--- src/rtl/demux_slot_scheduler.sv ---
// Round-robin time-slot scheduler for a 1-to-4 demux.
// Four consumers share one data line. Each grant lasts at most
// SLOT_CYCLES cycles and ends early if its requester lets go.
// Every grant is followed by a one-cycle gap with the data line gated
// off and the select held, then one idle cycle before the next grant.
module demux_slot_scheduler #(
    parameter int SLOT_CYCLES = 8
) (
    input  logic       i_clk,
    input  logic       i_reset,
    input  logic [3:0] i_req,
    input  logic       i_data,
    output logic       o_sel_1,
    output logic       o_sel_2,
    output logic       o_data,
    output logic [3:0] o_grant,
    output logic       o_busy
);

    localparam int              CNT_W    = (SLOT_CYCLES > 1) ? $clog2(SLOT_CYCLES) : 1;
    localparam logic [CNT_W-1:0] CNT_LAST = CNT_W'(SLOT_CYCLES - 1);

    localparam logic [1:0] IDLE  = 2'd0;
    localparam logic [1:0] GRANT = 2'd1;
    localparam logic [1:0] GAP   = 2'd2;

    logic [1:0]       state;
    logic [1:0]       g;
    logic [1:0]       last_g;
    logic [CNT_W-1:0] cnt;
    logic [3:0]       grant_q;
    logic             busy_q;

    logic [1:0]       pick_idx;
    logic             pick_valid;
    logic [1:0]       cand;

    // Find the first requester after the last served one, wrapping around
    always_comb begin
        pick_idx   = 2'd0;
        pick_valid = 1'b0;
        cand       = 2'd0;
        for (int i = 1; i <= 4; i++) begin
            cand = last_g + 2'(i);
            if (!pick_valid && i_req[cand]) begin
                pick_idx   = cand;
                pick_valid = 1'b1;
            end
        end
    end

    // Scheduler state machine; the select (g) is only changed on a new grant
    always_ff @(posedge i_clk) begin
        if (i_reset) begin
            state   <= IDLE;
            g       <= 2'd0;
            last_g  <= 2'd3;
            cnt     <= '0;
            grant_q <= 4'b0000;
            busy_q  <= 1'b0;
        end else begin
            case (state)
                IDLE: begin
                    if (pick_valid) begin
                        g       <= pick_idx;
                        cnt     <= '0;
                        grant_q <= 4'b0001 << pick_idx;
                        busy_q  <= 1'b1;
                        state   <= GRANT;
                    end
                end
                GRANT: begin
                    cnt <= cnt + CNT_W'(1);
                    if (!i_req[g] || (cnt == CNT_LAST)) begin
                        grant_q <= 4'b0000;
                        busy_q  <= 1'b0;
                        state   <= GAP;
                    end
                end
                GAP: begin
                    last_g <= g;
                    state  <= IDLE;
                end
                default: begin
                    grant_q <= 4'b0000;
                    busy_q  <= 1'b0;
                    state   <= IDLE;
                end
            endcase
        end
    end

    // Select follows the held grant index; data is gated by the registered busy
    always_comb begin
        o_sel_1 = g[1];
        o_sel_2 = g[0];
        o_grant = grant_q;
        o_busy  = busy_q;
        o_data  = i_data & busy_q;
    end

endmodule

--- config.mk ---
export PLATFORM = sky130hd
export DESIGN_NAME = demux_slot_scheduler
export DESIGN_NICKNAME = d
export VERILOG_FILES = /design/src/rtl/demux_slot_scheduler.sv
export SDC_FILE = /design/constraint.sdc
export NUM_CORES = 1
export LEC_CHECK = 0
export CELL_PAD_IN_SITES_DETAIL_PLACEMENT = 0
export CELL_PAD_IN_SITES_GLOBAL_PLACEMENT = 2
export CORE_AREA = 10 10 65 67
export DETAILED_ROUTE_END_ITERATION = 7
export DIE_AREA = 0 0 75 77
export HOLD_SLACK_MARGIN = 0.03
export PLACE_DENSITY = 0.71
export SYNTH_ARGS = -nofsm -noshare
export SYNTH_HDL_FRONTEND = slang
export SYNTH_SLANG_ARGS = --single-unit
--- constraint.sdc ---
create_clock -name i_clk -period 1.5 [get_ports i_clk]
set_input_delay 0.45 -clock i_clk [delete_from_list [all_inputs] [get_ports i_clk]]
set_output_delay 0.45 -clock i_clk [all_outputs]
set_load 0.02 [all_outputs]
# After elaboration in Yosys (flattened, before gate mapping)
# Cells that the tools add are included.
[totals]
register_bits = 14
inputBits = 7
elab_cells = 66
[classes]
add_sub_neg = 4
n_lt_le_gt_ge = 5
eq_ne = 5
shift = 1
n_mux = 29
bitwise_logic = 2
n_reduce_logical = 14
[ops]
columns = ["operator", "n"]
rows = [
  ["less-than comparator 2 x 3 -> 1 bit (second input constant)", 5],
  ["2-to-1 mux 2 bit", 6],
  ["case mux 4 bit (3 select lines)", 1],
  ["2-to-1 mux 1 bit", 11],
  ["binary-select mux 1 bit (select 2 bit)", 5],
  ["2-to-1 mux 4 bit", 2],
  ["case mux 3 bit (2 select lines)", 1],
  ["AND reduction 2 bit", 3],
  ["adder 2 bit (second input constant)", 2],
  ["logical NOT 1 bit", 4],
  ["inequality test 2 bit (second input constant)", 2],
  ["case mux 2 bit (2 select lines)", 1],
  ["left shift 1 x 2 -> 4 bit (first input constant)", 1],
  ["adder 3 x 1 -> 3 bit (second input constant)", 1],
  ["== test 3 bit (second input constant)", 1],
  ["logical AND 1 bit", 3],
  ["2-to-1 mux 3 bit", 1],
  ["case mux 1 bit (3 select lines)", 1],
  ["AND reduction 3 bit", 1],
  ["adder 2 x 1 -> 2 bit (second input constant)", 1],
  ["== test 2 x 1 -> 1 bit (second input constant)", 1],
  ["== test 2 bit (second input constant)", 1],
  ["logical NOT 2 bit", 1],
  ["nonzero test 2 bit", 1],
  ["other kinds (3)", 3],
]

# Longest topological paths before layout
[depth]
depth_word = 16
depth_mapped = 6
mapped_depth_nobuf = 6

# Least setup slack after synthesis
# No wires, ideal clock.
[synth_timing]
path_type = "register -> register"
startpoint = "reg cnt[0]"
endpoint = "reg grant_q[1], in the netlist o_grant[1]"
setup_time_ns = 0.060
arrival_ns = 1.582
required_ns = 1.440
setup_slack_ns = -0.142
stages_incl_launch_ff = 7
n_path_buf = 0
cell_sequence = "dfxtp_1 > ha_1 > ha_1 > or3b_1 > o221a_4 > nor3_4 > a32o_2"
[synth_between]
elab_chain_cells = 4
[synth_lines]
columns = ["item", "line_no", "text"]
rows = [
  ["from (decl)", "30", "logic [CNT_W-1:0] cnt;"],
  ["from (signal assigned)", "73", "cnt <= cnt + CNT_W'(1);"],
  ["== test 3 bit", "74", "if (!i_req[g] || (cnt == CNT_LAST)) begin"],
  ["logical OR 1 bit", "74", ""],
  ["inequality test 2 bit (no line)", "-", ""],
  ["AND reduction 3 bit (no line)", "-", ""],
  ["to (signal assigned)", "67", "grant_q <= 4'b0001 << pick_idx;"],
  ["to (decl)", "31", "logic [3:0] grant_q;"],
]
# No other way between the ends.
# A chain may end at the register's enable or synchronous reset.

# Worst setup path after layout
[layout_timing]
startpoint = "reg cnt[0]"
endpoint = "reg grant_q[0], in the netlist o_grant[0]"
# Same word-level chain as after synthesis.

==> results.md <==
* Final core utilization at between 30% and 40%
* Met3 usage at under 10%
* Critical path, cell by cell: ha_4 -> ha_4 -> or3b_1 -> o221a_4 -> nor3_4 -> a32o_2
* GRT met2 Usage at 10.3%
* Maxcap violations at 0
* Endpoints failing setup at 5
* IO Count at 15
* Arr. time, crit path at 1.89 ns
* Synth Net Count at 87
* Drt wl/cell at 13.8 µm
* Fin crit period at 1.66 ns
* Sw Share at 32.2%
* Synthesized cell area at 733 µm²
* Area leader, netlist: dfxtp_1
* R2R Path End: o_grant[0]$_SDFFE_PP0P_
* Worst skew pair latency at 0.28 ns
* Die footprint at slightly below 6000 µm²
* Failing checks: setup timing
* Pleak at 0.473 nW
* R2R Path Start: cnt[0]$_SDFFE_PP0P_
* Initial Utilization at roughly a quarter
* Port buffer count at 14
* GP Congestion at 0.699
* Routed wire length at 1.98 mm
* Fin crit share at 111%
* CP endpoint: o_grant[0]$_SDFFE_PP0P_
* Pint at between 0.0006 and 0.0007 W
* Clock root buffer master: clkbuf_4
* Final std cells w/o fill at roughly 140
* WP data required at 1.73 ns
* Vias in the first global route at 705
* Total grt overflow at 0
* TritonCTS Buffers at 3
* R2r worst-path depth at 6
* Initial antenna violation count at 0
* Top cells by area, synth: dfxtp_1 (38%), a32o_2 (6.1%), nand2b_1 (5.1%)
* Setup crit start: cnt[0]$_SDFFE_PP0P_
* Max frequency at ~600 MHz
* Worst reg2reg setup slack at -0.16 ns
* Outcome: complete, but fails checks
* Core Area at roughly 3000 µm²
* Clk pwr share at 21.6%
* Peak supply drop at 0.318 mV
* Syn Inst Count at 78
* Crit path launch type: flip-flop
* GRT Max-Usage Layer: met2
* First-pass GRT wire length at 3.31 mm
* Unrepaired setup endpoints after global routing: true
* Area grow syn2layout at 51.7%
* Row Count at 20
* Met1 Track Usage GR at 9.37%
* Layout fillers at 304
* Gr usage total at under 10%
* Crit path buf inv count at 0
* DRC at 0
* Die Y at 77 µm
* CP Max Fanout at 4
* Most frequent cells in the layout: buf_4 (17), dfxtp_1 (12), dlygate4sd2_1 (8)
* Power per Cell Area at 900 nW/µm²
* Count of cell types in the netlist at 34
* Final hold vios at 0
* P_sw at 0.000322 W
* TritonRoute pass-1 iters at 4
* Placed Cells incl. Taps at 139
* Syn_area_per_cell at ~9.4 µm²
* CP Capture Type: flip-flop
* Setup Skew at 0.00163 ns
* Clock Path Buffers at 2
* HPWL after detailed placement at 1.55 mm
* Most used DFF post-synth: dfxtp_1
* Die X at 75 µm
* Number of synthesized flops with an enable pin at 0
* Slowest stage cell, crit path: or3b_1
* DR vias/cell at 4.74
* Initial DRC Count at 41
* H-tree Lvls at 1
* # diodes at 0
* Worst-path clk slew at 0.08 ns
* YS warnings at 0
* Slack of the critical path at -0.163 ns
* Fin. max-slew vios at 0
* Post-synth top area share at 38.2%
* Worst rel slew slack at between 70% and 80%
* Async S/R FF share, synth at 0%
* Comb pwr share at 34.7%
* Crit path depth at 6
* Post-route ant nets at 0
* # clock sinks at 14
* Part of the power in registers at 43.7%
* CTS tree: built
* Worst slew pin tran at 0.399 ns
* Commonest non-fill, non-tap cell in the layout: buf_4
* Crit path max-delay family: simple AND/OR/NAND/NOR gates
* CP max stage delay at 0.36 ns
* Register bit total from synthesis at 14
* Largest net degree at the start of global routing at 10
* Cell mode on critical path: ha_4
* Share of layout cells above drive strength 1 at 37.3%
* Final net count at approximately 120
* Hold WC Path Type: flip-flop to flip-flop
* Post-synthesis sequential area ratio at 38.2%
* Kind of critical path: flip-flop to flip-flop
* Vias at about 680
==> synthesized netlist by cell type, types with 2 or more instances <==
cell type / instances
nor2_1: 7
o21ai_0: 3
nor2b_1: 3
nand2_1: 3
or3_1: 2
a32o_2: 4
dfxtp_1: 14
o22ai_1: 2
ha_1: 2
nand3_1: 2
and2_1: 2
nand2b_1: 6
mux2i_1: 3
a21oi_1: 5
==> routing by layer <==
metal	vias up	share of wire [%]
met1	308	47
met2	11	46
li1	355	-
met4	0	2.8
met3	4	4.8
met5	-	0
==> layout make-up <==
class / instances / area [µm²] / share of cell area (%)
clock buffers: 3 / 22.5 / 2.02
inverters: 1 / 3.75 / 0.337
multi-input cells: 61 / 508 / 45.7
flip-flops and latches: 14 / 283 / 25.4
well taps: 33 / 41.3 / 3.71
repair buffers: 31 / 254 / 22.8
==> kinds of logic (layout without fill, tap and decap cells) <==
group | count (synthesis) | after routing | share of synthesized area [%]
and+or+nand+nor | 35 | 35 | 29.5
AOI/OAI and AO/OA | 21 | 21 | 23.0
DFF | 14 | 14 | 38.2
muxes | 3 | 3 | 4.10
buffers and inverters | 3 | 35 | 1.70
adders and majority gates | 2 | 2 | 3.41
==> timing repair <==
action	CTS	global route
hold buffers	0	0
resized for setup	27	6
hold endpoints to repair	0	0
endpoints found under the setup margin	20	8
setup buffers	0	1
pin swaps	3	5
==> power groups by stage <==
stage	combinational [W]	sequential, W	clock, W
after CTS	0.000333	0.000438	0.000224
after floorplan	0.000149	0.000468	0
after global routing	0.000383	0.000443	0.000235
final	0.000348	0.000437	0.000216
after global placement	0.000328	0.000444	0
after detailed placement	0.000331	0.000446	0
==> how the worst min path moves through the flow <==
stage	start	end	slack, ns	depth (start not counted)
6_report	o_grant[1]$_SDFFE_PP0P_	o_grant[1]$_SDFFE_PP0P_	0.47	1
5_1_grt	o_grant[2]$_SDFFE_PP0P_	o_grant[2]$_SDFFE_PP0P_	0.50	1
4_1_cts	o_grant[3]$_SDFFE_PP0P_	o_grant[3]$_SDFFE_PP0P_	0.48	1
3_5_place_dp	o_grant[2]$_SDFFE_PP0P_	o_grant[2]$_SDFFE_PP0P_	0.46	1
3_3_place_gp	o_grant[3]$_SDFFE_PP0P_	o_grant[3]$_SDFFE_PP0P_	0.46	1
2_1_floorplan	last_g[0]$_SDFFE_PP1P_	last_g[0]$_SDFFE_PP1P_	0.46	2
==> metrics by stage <==
step | setup slack [ns] | hold WS (ns) | power, W | cell area, µm² | setup TNS (ns)
2_1_floorplan | -0.0848 | 0.464 | 0.000617 | 759 | -0.336
3_3_place_gp | -0.565 | 0.457 | 0.000772 | 1050 | -5.72
3_5_place_dp | -0.560 | 0.460 | 0.000777 | 1050 | -6.04
4_1_cts | -0.190 | 0.481 | 0.000995 | 1090 | -0.753
5_1_grt | -0.247 | 0.497 | 0.00106 | 1110 | -1.13
6_report | -0.163 | 0.474 | 0.00100 | 1110 | -0.733
==> registers in the layout, indices dropped and copies added (netlist names) <==
signal,cells
cnt,3
g,2
last_g,2
o_busy,1
o_grant,4
state,2
No activity file was read; power rests on OpenSTA's default activity.
